File: src/rtl/softmax_row_max_sub.sv
// Softmax stage 1: captures a row, finds its maximum, then streams
// saturated x[k] - max with a valid/ready handshake.
module softmax_row_max_sub #(
    parameter int N    = 32,
    parameter int W    = 16,
    parameter int IDXW = $clog2(N)
) (
    input  logic                   i_clk,
    input  logic                   i_rst_n,
    input  logic                   i_start,
    input  logic signed [W-1:0]    i_row [N-1:0],
    input  logic                   i_ready,
    output logic                   o_valid,
    output logic signed [W-1:0]    o_data,
    output logic [IDXW-1:0]        o_idx,
    output logic                   o_last,
    output logic signed [W-1:0]    o_max,
    output logic                   o_busy,
    output logic                   o_done
);

    typedef enum logic [1:0] {
        S_IDLE,
        S_MAX,
        S_SUB,
        S_DONE
    } state_t;

    localparam logic [IDXW-1:0] LAST = IDXW'(N - 1);

    state_t                r_state;
    logic [IDXW-1:0]       r_cnt;
    logic signed [W-1:0]   r_buf [N-1:0];
    logic signed [W-1:0]   r_max;

    logic signed [W-1:0]   w_cur;
    logic signed [W:0]     w_diff;
    logic signed [W-1:0]   w_sat;
    logic                  w_sub;
    logic                  w_xfer;
    logic                  w_at_last;

    assign w_cur     = r_buf[r_cnt];
    assign w_diff    = {w_cur[W-1], w_cur} - {r_max[W-1], r_max};
    // w_diff is never positive, so only the negative bound can overflow
    assign w_sat     = (w_diff[W] && !w_diff[W-1]) ?
                       {1'b1, {(W-1){1'b0}}} : w_diff[W-1:0];
    assign w_sub     = (r_state == S_SUB);
    assign w_xfer    = w_sub && i_ready;
    assign w_at_last = (r_cnt == LAST);

    assign o_valid = w_sub;
    assign o_data  = w_sub ? w_sat : '0;
    assign o_idx   = w_sub ? r_cnt : '0;
    assign o_last  = w_sub && w_at_last;
    assign o_max   = r_max;
    assign o_busy  = (r_state != S_IDLE);
    assign o_done  = (r_state == S_DONE);

    always_ff @(posedge i_clk or negedge i_rst_n) begin
        if (!i_rst_n) begin
            r_state <= S_IDLE;
            r_cnt   <= '0;
            r_max   <= '0;
            for (int k = 0; k < N; k++) begin
                r_buf[k] <= '0;
            end
        end else begin
            unique case (r_state)
                S_IDLE: begin
                    if (i_start) begin
                        for (int k = 0; k < N; k++) begin
                            r_buf[k] <= i_row[k];
                        end
                        r_max   <= i_row[0];
                        r_cnt   <= IDXW'(1);
                        r_state <= S_MAX;
                    end
                end
                S_MAX: begin
                    if (w_cur > r_max) begin
                        r_max <= w_cur;
                    end
                    if (w_at_last) begin
                        r_cnt   <= '0;
                        r_state <= S_SUB;
                    end else begin
                        r_cnt <= r_cnt + 1'b1;
                    end
                end
                S_SUB: begin
                    if (w_xfer) begin
                        if (w_at_last) begin
                            r_state <= S_DONE;
                        end else begin
                            r_cnt <= r_cnt + 1'b1;
                        end
                    end
                end
                S_DONE: begin
                    r_cnt   <= '0;
                    r_state <= S_IDLE;
                end
                default: begin
                    r_state <= S_IDLE;
                end
            endcase
        end
    end

endmodule

File: config.mk
export PLATFORM = sky130hd
export DESIGN_NAME = softmax_row_max_sub
export DESIGN_NICKNAME = d
export VERILOG_FILES = /design/src/rtl/softmax_row_max_sub.sv
export SDC_FILE = /design/constraint.sdc
export NUM_CORES = 1
export LEC_CHECK = 0
export BUFFER_PORTS_ARGS = -buffer_cell sky130_fd_sc_hd__buf_2
export CORE_MARGIN = 2
export CORE_UTILIZATION = 45
export DETAILED_ROUTE_END_ITERATION = 10
export PLACE_DENSITY_LB_ADDON = 0.1
export SYNTH_ARGS = -nofsm -noshare
export SYNTH_HDL_FRONTEND = slang
export SYNTH_SLANG_ARGS = --single-unit
File: constraint.sdc
create_clock -name i_clk -period 6.1 [get_ports i_clk]
set_input_delay 0.915 -clock i_clk [delete_from_list [all_inputs] [get_ports i_clk]]
set_output_delay 0.915 -clock i_clk [all_outputs]
set_load 0.01 [all_outputs]
**Word-level counts from Yosys, hierarchy flattened**

Index checks and enable logic that the tools add are counted.

- Equality and inequality tests: 10
- Mux-type cells: 18
- Magnitude comparators: 2
- Reduce and logical (&&, ||, !) cells: 11
- $add $sub $neg: 2

Operator list:

| operator | number |
|---|---|
| 16-bit binary-select mux with 5-bit select | 1 |
| 16-bit 2-to-1 mux | 5 |
| 16-bit one-hot mux with 2 select lines | 1 |
| 5-bit 2-to-1 mux | 5 |
| 5-bit one-hot mux with 4 select lines | 1 |
| 16-bit by 16-bit subtractor with 17-bit output | 1 |
| 16-bit > comparator | 1 |
| 2-bit 2-to-1 mux | 4 |
| 2-bit inequality test (second input constant) | 4 |
| 2-bit one-hot mux with 4 select lines | 1 |
| 5-bit by 6-bit < comparator with 1-bit output (second input constant) | 1 |
| 3-bit AND reduction | 2 |
| 5-bit by 1-bit adder with 5-bit output (second input constant) | 1 |
| 5-bit equality test (second input constant) | 1 |
| 2-bit equality test (second input constant) | 2 |
| 2-bit by 1-bit inequality test with 1-bit output (second input constant) | 2 |
| 4-bit AND reduction | 1 |
| 2-bit nonzero test | 2 |
| 1-bit logical AND | 3 |
| 2-bit by 1-bit equality test with 1-bit output (second input constant) | 1 |
| 2-bit logical NOT | 1 |
| 2-bit AND reduction | 1 |
| 1-bit logical NOT | 1 |

- Input port bits: 516
- Logic and storage cells: 78
- Output and inout bits: 41
- Flip-flop bits (word level): 535

**Logic depth before layout (Yosys ltp)**

Gate-level depths: netlist (run 1).

- Depth after elaboration: 7
- Gate-level depth with buffers: 19
- Gate-level depth less buffers: 14

**Least setup slack after synthesis (run 1)**

No wires, ideal clock.

- Path kind: register to output
- From: reg r_cnt[0]
- To: out o_data[12]
- Required time: 5.185 ns
- Arrival time: 3.905 ns
- Path slack: 1.280 ns
- Buffers on the path: 3
- Stages on the path, launching flop included: 17
- Cells stage by stage: dfrtp_1 buf_2 buf_1 mux4_2 a21oi_1 nand4_1 inv_1 ha_1 inv_1 fa_1 a21o_1 a21o_1 a21oi_1 o22ai_1 a31oi_1 buf_2 nor3_1

- Cells in the longest elaborated chain, start to end: 7

RTL lines:

| what | RTL line | RTL |
|---|---|---|
| from (decl) | 32 | `logic [IDXW-1:0] r_cnt;` |
| from (signal assigned) | 88 | `r_cnt <= r_cnt + 1'b1;` |
| from (signal assigned) | 96 | `r_cnt <= r_cnt + 1'b1;` |
| 16-bit binary-select mux with 5-bit select (*) | 43 | `assign w_cur = r_buf[r_cnt];` |
| 16-bit 2-to-1 mux (not written as such) (*) | 43 |  |
| 16-bit by 16-bit subtractor with 17-bit output (*) | 44 | `assign w_diff = {w_cur[W-1], w_cur} - {r_max[W-1], r_max};` |
| 1-bit logical NOT | 46 | `assign w_sat = (w_diff[W] && !w_diff[W-1]) ?` |
| 1-bit logical AND | 46 |  |
| 16-bit 2-to-1 mux (*) | 46 |  |
| 16-bit 2-to-1 mux (*) | 53 | `assign o_data = w_sub ? w_sat : '0;` |
| to (decl) | 14 | `output logic signed [W-1:0] o_data,` |

Mark *: on every way between the ends. The rest lies on a longest branch, timed or not. The select of a mux whose other input is x is not followed.

**Final worst setup path (run 1)**

- From: reg r_cnt[1]
- To: out o_data[1]

The elaborated chain is that of the path after synthesis.

==> results of run 1 <==
[cells in the final DEF, fill, tap and decap left out, drive strengths merged, types with 20 or more instances in the layout]
| cell type | netlist | routed |
|---|---|---|
| a21oi | 51 | 51 |
| a22oi | 64 | 64 |
| and2 | 24 | 24 |
| buf | 45 | 614 |
| clkbuf | 133 | 77 |
| dfrtp | 535 | 535 |
| ha | 24 | 24 |
| inv | 26 | 29 |
| mux2i | 129 | 129 |
| mux4 | 64 | 64 |
| nand2 | 1552 | 1552 |
| nand3 | 36 | 36 |
| nand4 | 20 | 20 |
| nor2b | 39 | 39 |
[metal layers]
| metal | track usage (%) | vias to the layer above | wire length, um |
|---|---|---|---|
| li1 | - | 10290 | - |
| met1 | 43.59 | 10890 | 39870 |
| met2 | 46.92 | 797 | 41480 |
| met3 | 5.605 | 136 | 5996 |
| met4 | 10.42 | 2 | 3117 |
| met5 | 0 | - | 11 |
[state kept, by name, summed over array words and instances, names as in the netlist]
name     flops
r_cnt        5
r_buf      512
o_max       16
r_state      2
[power groups by stage]
| stage | Combinational [W] | Sequential, W | Clock, W |
|---|---|---|---|
| global route | 0.00860 | 0.00645 | 0.00397 |
| detailed placement | 0.00762 | 0.00632 | 0 |
| floorplan | 0.00524 | 0.00590 | 0 |
| CTS | 0.00769 | 0.00626 | 0.00383 |
| global placement | 0.00752 | 0.00630 | 0 |
| finish | 0.00783 | 0.00629 | 0.00377 |
[area by class of cell]
| type | instances | area, um^2 |
|---|---|---|
| well taps | 756 | 945.9 |
| diodes | 2 | 5.005 |
| clock buffers | 77 | 1663 |
| clock inverters | 27 | 385.4 |
| inverters | 27 | 101.3 |
| flip-flops and latches | 535 | 13400 |
| multi-input cells | 2133 | 11320 |
| repair buffers | 614 | 3386 |
| fillers | 5276 | 24970 |
[worst paths after layout]
kind / end / from
worst min register to register: r_buf[440]$_DFFE_PN0P_ / r_buf[440]$_DFFE_PN0P_
worst min-delay path: r_buf[100]$_DFFE_PN0P_ / i_rst_n
max in group asynchronous: r_buf[86]$_DFFE_PN0P_ / i_rst_n
min in group i_clk: r_buf[293]$_DFFE_PN0P_ / i_row[293]
worst max register to register: o_max[12]$_DFFE_PN0P_ / r_cnt[0]$_DFFE_PN0P_
worst max-delay path: o_data[1] / r_cnt[1]$_DFFE_PN0P_
[per-stage QoR]
step	utilization [%]	std cells	cell area, um^2	setup WS (ns)	total power [W]
after floorplan	-	2873	25460	1.280	0.01114
after global placement	51.60	4053	28980	0.5224	0.01381
after detailed placement	51.60	4053	28980	0.5082	0.01393
after CTS	55.30	4158	31060	0.06755	0.01778
after global routing	55.54	4170	31200	-0.01456	0.01902
final	55.54	4171	31200	0.2340	0.01788
[worst max-delay path, delay by kind of cell, from the launching register on]
family,cells,cell delay (ns)
adder cells (fa/ha/maj),1,0.42
flip-flops,1,0.57
multiplexers,1,0.37
AND/OR/NAND/NOR,3,0.58
AO/OA/AOI/OAI,6,1.32
buffers and inverters,4,1.01
[cell families (layout without fill, tap and decap cells)]
family / after synthesis / after routing / share of synthesized area (%)
other cells: 0 / 2 / 0
buf+inv: 205 / 745 / 3.258
fa+ha+maj: 25 / 25 / 1.258
mux: 195 / 195 / 10.82
simple gates: 1729 / 1729 / 27.01
flops: 535 / 535 / 52.58
xor+xnor: 10 / 10 / 0.3440
compound gates: 174 / 174 / 4.728
[repair_timing]
action,in CTS,in global routing
setup buffers,1,11
gates resized for setup,1,10
setup endpoints to repair,16,16
==> key figures, run 1 <==
Status
  – Status: finished, final reports clean

GRT
  – First-pass GRT wire length: 134700 um
  – Largest net degree at the start of global routing: 274
  – GRT Total Usage: 30.48%
  – Vias in the first global route: 22010
  – Initial antenna violation count: 7
  – GRT overflow: 0

Floorplan
  – Core footprint: 56170 um^2
  – Floorplan row count: 87
  – Die Footprint: 58500 um^2
  – Die Wd: 241.9 um
  – Die Ht: 241.9 um
  – I/O pin total: 557
  – Starting density of the core: 45.33%

Setup path
  – Crit path top cell by count: buf_4
  – WP data required: 5.18 ns
  – Reg2Reg Depth: 13
  – Worst path slowest cell: dfrtp_4
  – Setup crit end kind: output pin
  – Crit path cell chain: buf_12 > buf_4 > mux2i_1 > a22oi_1 > nand3_1 > nand4_1 > ha_1 > o211ai_1 > a21oi_1 > o2111ai_1 > o21ai_1 > a31oi_1 > buf_4 > nor3b_1 > buf_2
  – Crit Path Class: reg -> out
  – Crit Path Max Fanout: 41
  – Setup slack, reg-to-reg: 1.26 ns
  – Critical path data arrival time: 4.95 ns
  – Slowest Stage Delay on Critical Path: 0.57 ns
  – CP Launch Type: register

Yosys
  – Post-Synthesis Net Count: 3414
  – Post-synth ARST share: 100.0%
  – Seq cells post-synth: 535
  – Synth area leaders: dfrtp_1, nand2_1, mux4_2, mux2i_1, clkbuf_1
  – Synth Area per Inst: 8.862 um^2
  – Post-synthesis sequential area ratio: 52.58%
  – Top FF cell, synth: dfrtp_1
  – Synth area leader: dfrtp_1
  – Most frequent cell after synthesis: nand2_1
  – Synth cell count leaders: nand2_1, dfrtp_1, clkbuf_1
  – Share of the synthesized area in the top cell type: 52.58%
  – Yosys warns: 0
  – EDFF count, synth: 0
  – Mapped cell area: 25460 um^2
  – Library cells used by synthesis: 57
  – Mapped Cells: 2873

Timing
  – Final Max Tran Viols: 0
  – TNS Setup: 0 ns
  – Final Cycle Share: 96.16%
  – Slew headroom: 14.61%
  – Hold WS: 0.3013 ns
  – Worst clock skew: 0.02663 ns
  – Max Clock Freq: 170.5 MHz
  – Final setup vio count: 0
  – Worst-Margin Slew: 1.281 ns
  – Tmin final: 5.866 ns
  – Final Hold Violating Endpoints: 0

Flow run
  – Max-Cap Viols: 0

Power and ir drop
  – Sequential share of power: 35.1%
  – Net load switching power: 0.007336 W
  – Internal: 0.01055 W
  – Pwr/cell area: 573.2 nW/um^2
  – Sw frac: 41.02%
  – Leak: 16.38 nW
  – Clk pwr share: 21.1%
  – Max VDD drop: 283.9 uV
  – Comb power frac: 43.8%

Place
  – DPL Wire Length: 68230 um
  – RePlAce Congestion: 0.9558
  – IO buf count: 556

Routing
  – Routed Antenna Nets: 0
  – Vias: 22120
  – Drt first pass iters: 6
  – DR vias/cell: 5.302
  – 1st-iter DRT viols: 2226
  – Total wire length: 90480 um
  – Drc violations: 0
  – WL per Instance: 21.69 um

Clock tree
  – H-Tree Depth: 2
  – Clock Tree Root: clkbuf_16
  – CTS Buf Count: 57
  – Clock sinks: 535
  – CTS tree: done
  – Clk_lat worst skew: 0.64 ns
  – Clock Path Buffers: 3
  – Hold Buf Count CTS: 0
  – Clk pin slew, worst setup/hold paths: 0.06 ns

Layout
  – Layout cells sized above 1: 23.62%
  – Layout area overhead: 22.54%
  – NumNets Final: 3909

Min path
  – Hold Path Class: in -> async
No activity file was read; power rests on OpenSTA's default activity.
==> inputs of run 2 (changes only) <==
- MAX_ROUTING_LAYER: default -> met4
==> key figures, run 2 (synthesis gave the netlist of run 1 again) <==
Timing
  – Fin worst setup slack: 0.2498 ns (+0.01577 ns)
  – Tmin final: 5.850 ns (-0.01577 ns)
  – Final Cycle Share: 95.91% (-0.26 points)
  – Worst-Margin Slew: 1.143 ns (-0.1374 ns)
  – Final setup vio count: 0 (unchanged)
  – Max Clock Freq: 170.9 MHz (+0.27%)
  – Worst clock skew: 0.04175 ns (+0.01512 ns)
  – Hold WS: 0.3056 ns (+0.004322 ns)
  – TNS Setup: 0 ns (unchanged)
  – RSZ-0062 raised after global routing: no
  – Slew headroom: 23.49% (+8.9 points)
  – Final Max Tran Viols: 0 (unchanged)
  – Final Hold Violating Endpoints: 0 (unchanged)

Setup path
  – Delay-heaviest family, CP: compound AO/OA/AOI/OAI gates
  – Crit path cell chain: buf_16 > mux4_2 > nor2b_1 > a21oi_1 > nand4_1 > ha_2 > a21oi_1 > mux2_2 > a211oi_1 > a31oi_1 > buf_4 > a211oi_1 > buf_2
  – Crit Path Class: reg -> out
  – WP buf/inv: 3 (-1)
  – Setup slack, reg-to-reg: 1.23 ns (-0.03 ns)
  – Setup crit end kind: output pin
  – CP Launch Type: register
  – WP data required: 5.18 ns (about the same)
  – Worst path slowest cell: dfrtp_4
  – Slowest Stage Delay on Critical Path: 0.57 ns (about the same)
  – Critical path data arrival time: 4.94 ns (about the same)
  – Crit Path Max Fanout: 30 (-27%)

Clock tree
  – Clock sinks: 535 (unchanged)
  – CTS Buf Count: 56 (-1.8%)
  – H-Tree Depth: 2 (unchanged)
  – Clock Path Buffers: 3 (unchanged)
  – Hold Buf Count CTS: 0 (unchanged)
  – Clk_lat worst skew: 0.64 ns (about the same)
  – CTS tree: done
  – Clock Tree Root: clkbuf_16
  – Clk pin slew, worst setup/hold paths: 0.07 ns (about the same)

Routing
  – Total wire length: 89400 um (-1.2%)
  – Drc violations: 0 (unchanged)
  – Vias: 22060 (-0.27%)
  – Routed Antenna Nets: 0 (unchanged)
  – WL per Instance: 21.51 um (-0.84%)
  – DR vias/cell: 5.307 (about the same)
  – Drt first pass iters: 5 (-1)
  – 1st-iter DRT viols: 1967 (-12%)

Floorplan
  – Die Ht: 241.9 um (unchanged)
  – Starting density of the core: 45.33% (unchanged)
  – Die Wd: 241.9 um (unchanged)
  – I/O pin total: 557 (unchanged)
  – Floorplan row count: 87 (unchanged)
  – Core footprint: 56170 um^2 (unchanged)
  – Die Footprint: 58500 um^2 (unchanged)

Power and ir drop
  – Max VDD drop: 325.7 uV (+15%)
  – Final Total Pwr: 0.01742 W (-2.6%)
  – Leak: 16.22 nW (-0.97%)
  – Pwr/cell area: 563.5 nW/um^2 (-1.7%)

Place
  – Post-DP Area: 29010 um^2 (about the same)
  – Pre-CTS setup slack: 0.7721 ns (+0.2639 ns)
  – DPL Wire Length: 67140 um (-1.6%)
  – IO buf count: 556 (unchanged)
  – RePlAce Congestion: 0.9490 (-0.71%)

GRT
  – First-pass GRT wire length: 134000 um (-0.55%)
  – GRT overflow: 0 (unchanged)
  – Initial antenna violation count: 7 (unchanged)
  – GRT Total Usage: 31.13% (+0.65 points)
  – Vias in the first global route: 22110 (+0.45%)
  – Largest net degree at the start of global routing: 219 (-20%)

Layout
  – NumNets Final: 3894 (-0.38%)
  – Largest Register: r_buf
  – Fill cells: 5293 (+0.32%)
  – Final Cell Area: 30910 um^2 (-0.92%)
  – Largest register FFs: 512 (unchanged)
  – Most common cell after layout, fill and taps aside: nand2_1
  – Layout cells sized above 1: 23.04% (-0.57 points)
  – Layout area overhead: 21.41%
  – Most frequent cells in the layout: nand2_1, buf_2, dfrtp_1

Status
  – Status: finished, final reports clean

Min path
  – Hold Path Class: in -> async

Flow run
  – Max-Cap Viols: 0 (unchanged)
==> run 2: timing repair <==
item                       in CTS  in global routing
setup endpoints to repair       0                 16
resized for setup               0                 10
setup buffers                   0                  1
==> run 2: layout make-up <==
type	instances	area, um^2	share of cell area (%)
multi-input cells	2133	11310	36.57
clock inverters	14	102.6	0.3319
repair buffers	600	3309	10.71
flip-flops and latches	535	13400	43.33
inverters	27	101.3	0.3279
diodes	2	5.005	0.01619
clock buffers	89	1747	5.650
well taps	756	945.9	3.060
==> run 2: routing by layer <==
metal  global-route usage [%]  vias up  wire (um)
li1                         -    10240          -
met1                    44.05    10900      39770
met2                    47.50      806      41470
met3                    4.262      107       5989
met4                    8.188        0       2169
met5                        -        -          0
==> run 2: path summary, 6_finish.rpt <==
| kind | end | cells past startpoint | start |
|---|---|---|---|
| worst min-delay path | r_buf[120]$_DFFE_PN0P_ | 1 | i_rst_n |
| worst max register to register | o_max[2]$_DFFE_PN0P_ | 12 | r_cnt[0]$_DFFE_PN0P_ |
| worst max-delay path | o_data[10] | 13 | r_cnt[0]$_DFFE_PN0P_ |
| min in group i_clk | r_buf[373]$_DFFE_PN0P_ | 3 | i_row[373] |
| worst min register to register | r_buf[246]$_DFFE_PN0P_ | 2 | r_buf[246]$_DFFE_PN0P_ |
| max in group asynchronous | r_buf[124]$_DFFE_PN0P_ | 2 | i_rst_n |
==> run 2: stage by stage <==
step                      utilization [%]  cells
final                               55.03   4156
after global routing                55.03   4156
after CTS                           54.94   4153
after detailed placement            51.65   4050
after global placement              51.65   4050
after floorplan                         -   2873
==> run 2: power breakdown <==
group / total, W / switching [W] / leakage [nW] / internal [W]
logic: 0.00766 / 0.00464 / 8.64 / 0.00303
registers: 0.00633 / 0.00110 / 6.66 / 0.00523
clock network: 0.00343 / 0.00147 / 0.923 / 0.00196
total: 0.0174 / 0.00721 / 16.2 / 0.0102
==> inputs of run 3 (changes only) <==
- CORE_ASPECT_RATIO: default -> 0.9
- clock period: 6.1 -> 6.67 ns (I/O delays scaled with it)
==> key figures, run 3 (synthesis gave the netlist of run 1 again) <==
Status
  – Status: finished, final reports clean

Setup path
  – WP data required: 5.67 ns (+0.49 ns)
  – Crit path cell chain: buf_12 > mux4_2 > nor2b_1 > a21oi_1 > nand4_1 > ha_1 > a21o_1 > a31o_2 > nor4b_1 > o21ai_0 > a31oi_1 > buf_4 > and4b_1 > buf_2
  – Delay-heaviest family, CP: compound AO/OA/AOI/OAI gates
  – Crit Path Max Fanout: 35 (+17%)
  – Worst path slowest cell: dfrtp_4
  – Reg2Reg Depth: 12 (unchanged)
  – CP Launch Type: register
  – Crit Path Class: reg -> out
  – WP buf/inv: 3 (unchanged)
  – Critical path data arrival time: 5.35 ns (+0.41 ns)
  – Slowest Stage Delay on Critical Path: 0.77 ns (+0.20 ns)
  – Stages on the worst setup path: 14 (+1)
  – Setup crit end kind: output pin

Layout
  – NumNets Final: 3884 (-0.26%)
  – Largest register FFs: 512 (unchanged)
  – Fill cells: 5150 (-2.7%)
  – Reg area: 13400 um^2 (unchanged)
  – Most common cell after layout, fill and taps aside: nand2_1
  – Final Core Density: 55.40% (+0.37 points)
  – Area of the multi-input gates: 11280 um^2 (-0.25%)
  – Layout cells sized above 1: 22.81% (-0.23 points)
  – Most frequent cells in the layout: nand2_1, buf_2, dfrtp_1
  – Largest Register: r_buf
  – Layout area overhead: 21.46% (about the same)

GRT
  – GRT overflow: 0 (unchanged)
  – Vias in the first global route: 21700 (-1.9%)
  – First-pass GRT wire length: 131700 um (-1.7%)
  – GRT Total Usage: 31.13% (about the same)
  – Met1 usage: 43.85% (-0.19 points)
  – Busiest layer in global routing: met2
  – Met3 Resource Use GR: 5.298% (+1.0 points)
  – Largest net degree at the start of global routing: 259 (+18%)
  – Initial antenna violation count: 2 (-5)
  – Met2 Use GR: 46.36% (-1.1 points)

Clock tree
  – Clk_lat worst skew: 0.63 ns (about the same)
  – Clock Tree Root: clkbuf_16
  – H-Tree Depth: 2 (unchanged)
  – Clk pin slew, worst setup/hold paths: 0.06 ns (about the same)
  – Clock Path Buffers: 3 (unchanged)
  – CTS Buf Count: 56 (unchanged)
  – CTS tree: done
  – Clock sinks: 535 (unchanged)
  – Post-CTS Setup Inserts: 0 (unchanged)

Timing
  – Tmin final: 6.353 ns
  – Max Clock Freq: 157.4 MHz
  – Final Cycle Share: 95.25%
  – RSZ-0062 raised after global routing: no
  – Slew headroom: 18.00% (-5.5 points)
  – Worst clock skew: 0.03753 ns (-0.004223 ns)
  – TNS Setup: 0 ns (unchanged)
  – Final Hold Violating Endpoints: 0 (unchanged)
  – Worst-Margin Slew: 1.230 ns (+0.08647 ns)
  – Final setup vio count: 0 (unchanged)
  – Final Max Tran Viols: 0 (unchanged)

Power and ir drop
  – Max VDD drop: 273.3 uV (-16%)
  – Pwr/cell area: 527.8 nW/um^2 (-6.3%)
  – Leak: 16.20 nW (-0.12%)

Place
  – DPL Wire Length: 66400 um (-1.1%)
  – IO buf count: 556 (unchanged)
  – RePlAce Congestion: 0.9594 (+1.1%)

Floorplan
  – Floorplan row count: 82 (-5.7%)
  – Core footprint: 55810 um^2 (-0.63%)
  – I/O pin total: 557 (unchanged)
  – Die Ht: 229.7 um (-5.0%)
  – Die Footprint: 58500 um^2 (about the same)
  – Die Wd: 254.7 um (+5.3%)
  – Starting density of the core: 45.62% (+0.29 points)

Routing
  – Vias: 21890 (-0.76%)
  – Total wire length: 88680 um (-0.81%)
  – Drt first pass iters: 8 (+3)
  – WL per Instance: 21.38 um (-0.59%)
  – 1st-iter DRT viols: 1970 (+0.15%)
  – DR vias/cell: 5.278 (-0.55%)
  – Drc violations: 0 (unchanged)
  – Routed Antenna Nets: 0 (unchanged)

Min path
  – Hold Path Class: in -> async

Flow run
  – Max-Cap Viols: 0 (unchanged)
==> run 3: final cells by class <==
| cell class | count | share of cell area, % |
|---|---|---|
| Clock inverter | 36 | 1.691 |
| Multi-Input combinational cell | 2133 | 36.47 |
| Clock buffer | 68 | 4.940 |
| Tap cell | 756 | 3.059 |
| Timing Repair Buffer | 590 | 10.18 |
| Sequential cell | 535 | 43.32 |
| Antenna cell | 2 | 0.01618 |
| Inverter | 27 | 0.3277 |
==> run 3: path summary, 6_finish.rpt <==
| path | from | end | slack (ns) |
|---|---|---|---|
| min | i_rst_n | r_buf[83]$_DFFE_PN0P_ | 0.35 |
| max in group asynchronous | i_rst_n | r_cnt[0]$_DFFE_PN0P_ | 4.81 |
| min in group i_clk | r_buf[224]$_DFFE_PN0P_ | r_buf[224]$_DFFE_PN0P_ | 0.47 |
| max | r_cnt[0]$_DFFE_PN0P_ | o_data[11] | 0.32 |
| min reg2reg | r_buf[224]$_DFFE_PN0P_ | r_buf[224]$_DFFE_PN0P_ | 0.47 |
| max reg2reg | r_cnt[0]$_DFFE_PN0P_ | o_max[15]$_DFFE_PN0P_ | 1.35 |
==> run 3: per-layer routing <==
| layer | part of all wire [%] | vias to the layer above |
|---|---|---|
| li1 | - | 10240 |
| met3 | 7.0 | 130 |
| met1 | 44 | 10740 |
| met2 | 46 | 788 |
| met4 | 3.0 | 0 |
| met5 | 0 | - |
==> run 3: stage by stage <==
stage          hold WS (ns)  total power (W)  cells  instance area [um^2]  worst slack (ns)
2_1_floorplan        0.4403          0.01019   2873                 25460             1.764
3_5_place_dp         0.4591          0.01282   4041                 28870            0.9400
5_1_grt              0.4013          0.01741   4147                 30920          0.006723
3_3_place_gp         0.4528          0.01276   4041                 28870            0.9594
6_report             0.3549          0.01632   4147                 30920            0.3166
4_1_cts              0.3714          0.01632   4145                 30920            0.2389
==> run 3: power by group <==
part           total [W]  switching [W]  internal [W]
Combinational    0.00710        0.00441       0.00270
Sequential       0.00576       0.000985       0.00478
Clock            0.00345        0.00139       0.00207
Total             0.0163        0.00678       0.00954
==> run 3: repair_timing <==
action                     CTS  global route
hold buffers                 0             0
resized for setup            0             1
setup endpoints to repair    0            14
